[src/rtl/axis_sa_y_reorder.sv]
// Collects column-major Y beats from axis_sa into one of two register banks and
// replays each completed matrix row-major, one row of C words per output beat.
module axis_sa_y_reorder #(
  parameter int R  = 8,
  parameter int C  = 4,
  parameter int WY = 15
) (
  input  logic            clk,
  input  logic            rst,
  input  logic            s_valid,
  output logic            s_ready,
  input  logic [R*WY-1:0] s_data,
  input  logic            s_last,
  output logic            m_valid,
  input  logic            m_ready,
  output logic [C*WY-1:0] m_data,
  output logic            m_last,
  output logic            err
);

  localparam int CW = (C > 1) ? $clog2(C) : 1;
  localparam int RW = (R > 1) ? $clog2(R) : 1;
  localparam logic [CW-1:0] COL_MAX = CW'(C - 1);
  localparam logic [RW-1:0] ROW_MAX = RW'(R - 1);

  logic          wr_bank;
  logic          rd_bank;
  logic [CW-1:0] col_cnt;
  logic [RW-1:0] row_cnt;
  logic [1:0]    full;
  logic [1:0]    full_nxt;

  // Matrix storage is deliberately unreset; full[] gates every read of it.
  logic [WY-1:0] bank [2][R][C];

  logic s_fire;
  logic m_fire;
  logic col_end;
  logic row_end;

  assign s_ready = !full[wr_bank];
  assign m_valid = full[rd_bank];
  assign s_fire  = s_valid && s_ready;
  assign m_fire  = m_valid && m_ready;
  assign col_end = (col_cnt == COL_MAX);
  assign row_end = (row_cnt == ROW_MAX);
  assign m_last  = m_valid && row_end;

  // The beat for column-count k carries column C-1-k, since axis_sa sends the last column first.
  always_ff @(posedge clk) begin
    if (s_fire) begin
      for (int r = 0; r < R; r++) begin
        bank[wr_bank][r][COL_MAX - col_cnt] <= s_data[r*WY +: WY];
      end
    end
  end

  always_comb begin
    m_data = '0;
    for (int c = 0; c < C; c++) begin
      m_data[c*WY +: WY] = bank[rd_bank][row_cnt][c];
    end
  end

  // A bank can't be both filling and draining, so both updates may apply in one cycle.
  always_comb begin
    full_nxt = full;
    if (s_fire && col_end) full_nxt[wr_bank] = 1'b1;
    if (m_fire && row_end) full_nxt[rd_bank] = 1'b0;
  end

  always_ff @(posedge clk or posedge rst) begin
    if (rst) begin
      wr_bank <= 1'b0;
      rd_bank <= 1'b0;
      col_cnt <= '0;
      row_cnt <= '0;
      full    <= '0;
      err     <= 1'b0;
    end else begin
      full <= full_nxt;
      if (s_fire) begin
        if (col_end) begin
          col_cnt <= '0;
          wr_bank <= ~wr_bank;
        end else begin
          col_cnt <= col_cnt + 1'b1;
        end
        if (s_last != col_end) err <= 1'b1;
      end
      if (m_fire) begin
        if (row_end) begin
          row_cnt <= '0;
          rd_bank <= ~rd_bank;
        end else begin
          row_cnt <= row_cnt + 1'b1;
        end
      end
    end
  end

endmodule

[config.mk]
export PLATFORM = sky130hd
export DESIGN_NAME = axis_sa_y_reorder
export DESIGN_NICKNAME = d
export VERILOG_FILES = /design/src/rtl/axis_sa_y_reorder.sv
export SDC_FILE = /design/constraint.sdc
export NUM_CORES = 1
export LEC_CHECK = 0
export ABC_AREA = 1
export CORE_ASPECT_RATIO = 0.9
export CORE_MARGIN = 2
export CORE_UTILIZATION = 30
export DETAILED_ROUTE_END_ITERATION = 6
export PLACE_DENSITY = 0.44
export SKIP_LAST_GASP = 1
export SYNTH_ARGS = -nofsm -noshare
export SYNTH_HDL_FRONTEND = slang
export SYNTH_SLANG_ARGS = --single-unit
[constraint.sdc]
create_clock -name clk -period 12.19 [get_ports clk]
set_input_delay 1.8285 -clock clk [delete_from_list [all_inputs] [get_ports clk]]
set_output_delay 1.8285 -clock clk [all_outputs]
set_load 0.005 [all_outputs]
# [After elaboration in Yosys (flattened, before gate mapping)]
# Memories as Yosys holds them, arrays and structs flattened.
# Cells that the tools add are included.
# Widths: inputs -> output; s select.
[classes] bitwise_logic=7 addsub=3 eq_ne=3 mux=19 n_lt_le_gt_ge=7 n_reduce_logical=12
[ops] cell="$bmux 60 s3" n=1
[ops] cell="$mux 60" n=3
[ops] cell="$demux 15 s2" n=1
[ops] cell="$mux 15" n=1
[ops] cell="$logic_and 1x1->1" n=8
[ops] cell="$mux 1" n=7
[ops] cell="$mux 2" n=3
[ops] cell="$reduce_and 2->1" n=3
[ops] cell="$ge 4x4->1 const B" n=1
[ops] cell="$lt 1x2->1 const B" n=2
[ops] cell="$not 3->4" n=1
[ops] cell="$add 3x1->3 const B" n=1
[ops] cell="$eq 3x3->1 const B" n=1
[ops] cell="$ge 3x3->1 const B" n=1
[ops] cell="$lt 3x1->1 const B" n=1
[ops] cell="$mux 3" n=1
[ops] cell="$not 2->3" n=1
[ops] cell="$add 2x1->2 const B" n=1
[ops] cell="$and 2x2->2" n=1
[ops] cell="$demux 1 s1" n=2
[ops] cell="$eq 2x2->1 const B" n=1
[ops] cell="$ge 1x1->1 const B" n=2
[ops] cell="$not 1->1" n=2
[ops] cell="$not 2->2" n=1
[ops] cell="4 further kinds" n=4
[word_totals] wordCells=58 in_bits=125 output_inout_bits=64 memories=1 regBits=10 ram_bits=960
[memory_table] memory="bank" words=2 width=480 read_ports=1 rd_ports_with_merged_regs=0 write_ports=1 line_no="34" source="logic [WY-1:0] bank [2][R][C];"

# [Logic depth before layout (Yosys ltp)]
# Gate-level depths: netlist of the first run.
[depth] depth_word=8 ltp_mapped=10 mapped_depth_nobuf=8

# [Least setup slack after synthesis of the first run]
# OpenSTA, ideal clock, no wires.
[synth_timing] path_kind="input to register" from="input port s_valid" to="memory bank[0][0] (netlist name), enable pin" slack_ns=1.284 path_stages=2 setup_time_ns=0.745 n_path_buf=0 arrival_ns=10.161 required_time_ns=11.445 path_cell_list="nand3_1 nor3_1"
[synth_via] elab_chain_cells=3
[synth_lines] element="from (decl)" line_no="10" source="input logic s_valid,"
[synth_lines] element="$logic_and 1x1->1" line_no="43" source="assign s_fire = s_valid && s_ready;"
[synth_lines] element="$mux 1" line_no="51" source="if (s_fire) begin"
[synth_lines] element="$mux 60 (implied by the code)" line_no="53" source="bank[wr_bank][r][COL_MAX - col_cnt] <= s_data[r*WY +: WY];"
[synth_lines] element="to (decl)" line_no="34"
# Every way passes these cells.

# [Final worst setup path of the first run]
[layout_timing] from="register rd_bank" to="output port m_data[37]"
[layout_via] elab_chain_cells=4
[layout_lines] element="from (decl)" line_no="27" source="logic rd_bank;"
[layout_lines] element="from (signal assigned)" line_no="94" source="rd_bank <= ~rd_bank;"
[layout_lines] element="$mem_v2 2x480"
[layout_lines] element="$bmux 60 s3" line_no="61" source="m_data[c*WY +: WY] = bank[rd_bank][row_cnt][c];"
[layout_lines] element="$mux 60 (implied by the code) (2 in a row)" line_no="61"
[layout_lines] element="to (decl)" line_no="16" source="output logic [C*WY-1:0] m_data,"
# Every way passes these cells. The select of a mux whose other input is x is not followed.

==> run_results.csv, run 1 <==
group,metric,value,unit
worst_hold_path,min_from,"err",
floorplanning,fp.dieW,396,um
pwr,power_density,230,nW/um^2
worst_setup_path,reg2reg_to,"bank[0][10]",
timing,rsz0062_at_grt,"false",
worst_setup_path,r2r_slack,8.22,ns
timing,drv_slew,0,
floorplanning,start_util,30.2,%
routing,wl,134000,um
routing,dr.pass1.iters,5,
floorplanning,io_pins,189,
logic_synthesis,seq_area_frac_synth,70.1,%
floorplanning,std_cell_rows,129,
timing,maxSlewHeadroom,23.5,%
worst_setup_path,crit_type,"register to output pin",
grt,met3_usage,4.54,%
grt,use_met1,26.3,%
grt,grt_pass1_wl,191000,um
timing,fin_skew,0.0225,ns
clock_tree,htree_levels,3,
finish,final_net_count,4207,
clock_tree,cts_setup_buffers,0,
place,dp_cells,5801,
routing,vias,27227,
grt,antenna_found_initial,37,
clock_tree,insertion_delay,0.71,ns
place,dp.final_hpwl,79800,um
clock_tree,clk_pin_slew,0.06,ns
logic_synthesis,yosys-top-cells-count,"1275 x nand2_1, 960 x edfxtp_1, 737 x inv_1",
timing,worst_pin_slew,1.15,ns
clock_tree,cts_hold_buf,0,
logic_synthesis,synth_top_flop_cell,"edfxtp_1",
finish,area_growth,16.4,%
grt,gr-total-overflow,0,
worst_hold_path,hp-class,"register to register",
timing,fmax,138,MHz
grt,grt_pass1_vias,25648,
pwr,total_power,11.1,mW
worst_setup_path,crit_path_start_kind,"register",
grt,use_met2,29.0,%
logic_synthesis,synth_cells,3935,
finish,drive_gt1_share,4.73,%
floorplanning,dieArea,141000,sq um
place,portBuffers,188,
clock_tree,cts_tree,"done",
worst_setup_path,r2r_cells,7,
logic_synthesis,synth_top_area_share,69.5,%
routing,wl_per_cell,22.3,um
worst_setup_path,crit_required,10.36,ns
timing,tns,0,ns
logic_synthesis,ys_types,21,
clock_tree,clock_sinks,970,
logic_synthesis,synth_top_area_cell,"edfxtp_1",
timing,hold_viol,0,
logic_synthesis,async_reset_ff_share,1.03,%
logic_synthesis,synth_area,41500,sq um
worst_setup_path,endpoint_kind,"output pin",
job,cap_violations,0,
routing,antenna_left,0,
clock_tree,cts_resized,0,
run_status,status,"finished clean",
logic_synthesis,yosys_warnings,0,
logic_synthesis,synth_seq_cells,970,
routing,routed_via_density,4.54,
grt,grt_busiest_layer,"met2",
finish,final_util,35.1,%
logic_synthesis,synth.most_common_cell,"nand2_1",
worst_hold_path,whs_path_depth,1,
finish,final_cells,6003,
worst_setup_path,rr_startpoint,"wr_bank",
pwr,leakage,19.9,nW
logic_synthesis,ys_top_cells_by_area,"edfxtp_1 70%, nand2_1 12%, nand3_1 8.7%, inv_1 6.7%, buf_2 1.4%",
logic_synthesis,syn_nets,4066,
logic_synthesis,synth_edf_count,960,
timing,setup_violations,0,
timing,holdWs,0.478,ns
place,place_congestion,0.777,
routing,drtIter0Drc,2315,
clock_tree,cts_root_buf,"clkbuf_16",
grt,grt_usage,18.8,%
worst_setup_path,crit_arrival,5.42,ns
worst_hold_path,holdPathEnd,"err",
grt,grt_max_degree,139,
floorplanning,fp.dieH,357,um
routing,drc_errors,0,
logic_synthesis,syn_avg_cell_area,10.5,sq um
pwr,peakVddDrop,0.000139,V
floorplanning,coreArea,137000,sq um
timing,fin_crit_sh,59.5,%
clock_tree,cts_buffer_depth,3,
worst_setup_path,cp_max_fo,70,
clock_tree,numCtsBuffers,107,
timing,fin_crit,7.25,ns
==> per-stage QoR <==
step	setup slack [ns]	cell area, sq um
detailed placement	5.54	45100
global route	4.65	48300
finish	4.94	48300
CTS	4.77	48300
global placement	5.51	45100
floorplan	1.28	41500
==> critical path, cell delays in order (launching register included) <==
cell and delay (ns):
dfrtp_4 0.95, buf_4 0.77, buf_4 0.70, buf_4 0.77
nand2_1 0.12, nand3_1 0.11, nand3_1 0.15, nand3_1 0.33
nand2_1 0.18, clkdlybuf4s50_1 0.48
==> routing by layer <==
metal	share of wire, %	vias up	routed length [um]
met2	45	739	59800
met1	45	13269	60500
met5	0.13	-	169
met4	2.5	28	3320
met3	7.4	182	9870
li1	-	13009	-
==> state kept, by name (all words and copies together) (netlist names) <==
signal,flops
bank,960
row_cnt,3
col_cnt,2
full,2
err,1
rd_bank,1
wr_bank,1
==> cell type report <==
class                           instances  area, sq um
Tap cell                             1834         2290
Multi-Input combinational cell       2026         8640
Fill cell                           13668        89100
Inverter                              740         2800
Clock buffer                          138         2860
Timing Repair Buffer                  231         2240
Antenna cell                            8         20.0
Clock inverter                         56          332
Sequential cell                       970        29100
==> worst max-delay path by stage <==
| stage | from | end | slack [ns] | cells past startpoint |
|---|---|---|---|---|
| 6_report | rd_bank | m_data[37] | 4.94 | 9 |
| 2_1_floorplan | s_valid | bank[0][0] | 1.28 | 2 |
| 5_1_grt | rd_bank | m_data[20] | 4.65 | 10 |
| 3_5_place_dp | rd_bank | m_data[59] | 5.54 | 10 |
| 3_3_place_gp | rd_bank | m_data[59] | 5.51 | 10 |
| 4_1_cts | rd_bank | m_data[59] | 4.77 | 10 |
==> cell families (layout without fill, tap and decap cells) <==
kind of cell	after synthesis	after routing	share of synthesized area [%]
compound gates	10	10	0.139
xor+xnor	1	1	0.0211
fa+ha+maj	6	6	0.181
buf+inv	939	1165	9.15
flops	970	970	70.1
other cells	0	8	0
simple gates	2009	2009	20.4
==> power breakdown <==
part / total (mW) / switching [mW] / internal (mW)
combinational: 3.94 / 2.77 / 1.17
sequential: 4.16 / 0.159 / 4.00
clock: 3.01 / 1.33 / 1.68
==> cell usage in the layout (no fill, tap or decap), types with 7 or more instances in the layout <==
master and instances:
inv_1 735, clkbuf_16 109, edfxtp_1 960, nand3_1 723, clkinv_2 19, o21ai_0 7, nand2_1 1275, buf_4 40
clkdlybuf4s50_1 188, clkinv_1 29, clkbuf_1 27, diode_2 8
Note: power is estimated with default switching activity, not from simulation.
==> run 2, diff against run 1 <==
Settings changed: PLACE_DENSITY 0.44 to 0.46.
Clock period 12.19 ns to 6.2 ns, I/O delays scaled along.
==> run 2 against run 1 <==
  * Sequential cell count is the same
  * Critical path depth unchanged
  * Setup slack got worse by 3.6 ns
  * Core utilization is 0.41 points higher
==> run_results.csv, run 2 (synthesized netlist as in run 1, its figures left out) <==
group,metric,value,unit
timing,tns,0,ns
timing,rsz0062_at_grt,"false",
routing,routed_via_density,4.59,
routing,antenna_left,0,
clock_tree,cts_hold_buf,0,
floorplanning,fp.dieH,357,um
worst_setup_path,cp_max_fo,94,
finish,finalInstanceArea,48800,sq um
clock_tree,numCtsBuffers,109,
place,postPlaceCellArea,45400,sq um
grt,grt_usage,19.4,%
floorplanning,fp.dieW,396,um
routing,vias,27633,
place,dp.final_hpwl,85200,um
worst_setup_path,cpLargestDelayFamily,"buffers and inverters",
grt,grt_pass1_wl,197000,um
worst_setup_path,r2r_cells,6,
floorplanning,io_pins,189,
routing,dr.pass1.iters,6,
clock_tree,cts_resized,0,
timing,maxSlewHeadroom,30.8,%
worst_hold_path,min_from,"err",
worst_setup_path,critPathLaunch,"rd_bank",
finish,top_regs,"bank x960, row_cnt x3",
finish,area_growth,17.7,%
place,portBuffers,188,
finish,regMostFlops,"bank",
place,place_congestion,0.789,
worst_setup_path,crit_type,"register to output pin",
clock_tree,clk_pin_slew,0.06,ns
timing,worst_pin_slew,1.03,ns
clock_tree,insertion_delay,0.69,ns
grt,grt_pass1_vias,25870,
timing,hold_viol,0,
worst_setup_path,crit_arrival,3.97,ns
clock_tree,cts_buffer_depth,3,
worst_hold_path,hp-class,"register to register",
floorplanning,std_cell_rows,129,
worst_setup_path,crit_path_start_kind,"register",
worst_hold_path,whs_path_depth,1,
clock_tree,cts_root_buf,"clkbuf_16",
worst_setup_path,critPathMostFrequentCell,"nand2_1",
place,preCtsSetupSlack,2.01,ns
worst_setup_path,cp_slowest_cell,"dfrtp_4",
run_status,status,"finished clean",
timing,setup_violations,0,
timing,fin_skew,0.0285,ns
pwr,power_density,460,nW/um^2
finish,drive_gt1_share,4.89,%
worst_setup_path,critPathMaxStageDelay,0.76,ns
clock_tree,cts_setup_buffers,0,
routing,wl_per_cell,23.0,um
pwr,peakVddDrop,0.000289,V
worst_setup_path,endpoint_kind,"output pin",
finish,final_util,35.6,%
timing,fmax,204,MHz
timing,fin_crit,4.90,ns
job,cap_violations,0,
worst_setup_path,crit_required,5.27,ns
floorplanning,start_util,30.2,%
worst_setup_path,critPathBufInv,3,
finish,final_cell_mix,"1275 x nand2_1, 960 x edfxtp_1, 735 x inv_1",
routing,wl,138000,um
pwr,total_power,22.5,mW
floorplanning,coreArea,137000,sq um
worst_setup_path,path_cells,"inv_8 -> buf_12 -> nand2_1 -> nand2_1 -> nand2_1 -> nand3_1 -> nand3_1 -> nand2_1 -> clkdlybuf4s50_1",
clock_tree,cts_tree,"done",
finish,largest_reg_flops,960,
timing,fin_crit_sh,79.1,%
worst_setup_path,worst-path-stages,9,
pwr,leakage,20.2,nW
finish,final_common_cell,"nand2_1",
clock_tree,clock_sinks,970,
routing,drc_errors,0,
floorplanning,dieArea,141000,sq um
grt,gr-total-overflow,0,
routing,drtIter0Drc,2657,
worst_setup_path,rr_startpoint,"wr_bank",
grt,antenna_found_initial,45,
timing,drv_slew,0,
finish,final_net_count,4217,
grt,grt_max_degree,167,
clock_tree,htree_levels,3,
timing,finalWorstSetupSlack,1.30,ns
-- run 2: cell types whose count changed in the layout (fill, tap and decap cells not counted), moves of 4 or more --
| cell | before | now |
|---|---|---|
| nor3_2 | 6 | 0 |
| buf_4 | 40 | 26 |
| diode_2 | 8 | 16 |
| clkinv_2 | 19 | 15 |
| nor3_4 | 0 | 6 |
| clkbuf_1 | 27 | 34 |
| buf_12 | 3 | 25 |
| bufinv_16 | 2 | 6 |
-- run 2: final timing paths --
kind                                      to  slack (ns)
worst max register to register  bank[0][219]        2.70
worst max-delay path               m_data[4]        1.30
worst min register to register           err        0.49
max in group asynchronous         row_cnt[0]        5.30
worst min-delay path                     err        0.49
min in group asynchronous            full[1]        0.55
-- run 2: final cells by class --
| class | count | area [sq um] |
|---|---|---|
| fillers | 13576 | 88500 |
| flip-flops and latches | 970 | 29100 |
| multi-input cells | 2026 | 8680 |
| clock buffers | 145 | 2910 |
| inverters | 740 | 2810 |
| repair buffers | 239 | 2580 |
| well taps | 1834 | 2290 |
| clock inverters | 53 | 444 |
| diodes | 16 | 40.0 |
-- run 2: where the power goes --
part | switching [mW] | leakage, nW | internal, mW
registers | 0.267 | 8.78 | 7.86
logic | 5.69 | 9.75 | 2.44
clock network | 2.66 | 1.63 | 3.53
-- run 2: per-layer routing --
| layer | vias to the layer above | wire length, um | track usage [%] |
|---|---|---|---|
| met5 | - | 111 | 0 |
| met4 | 16 | 2700 | 4.51 |
| met3 | 155 | 9690 | 3.44 |
| met2 | 797 | 63400 | 30.5 |
| met1 | 13623 | 62500 | 27.8 |
| li1 | 13042 | - | - |
-- run 2: per-stage QoR --
| step | instances | hold slack, ns |
|---|---|---|
| global placement | 5809 | 0.474 |
| global route | 6011 | 0.520 |
| floorplan | 3935 | 0.468 |
| detailed placement | 5809 | 0.478 |
| CTS | 6007 | 0.490 |
| finish | 6023 | 0.487 |
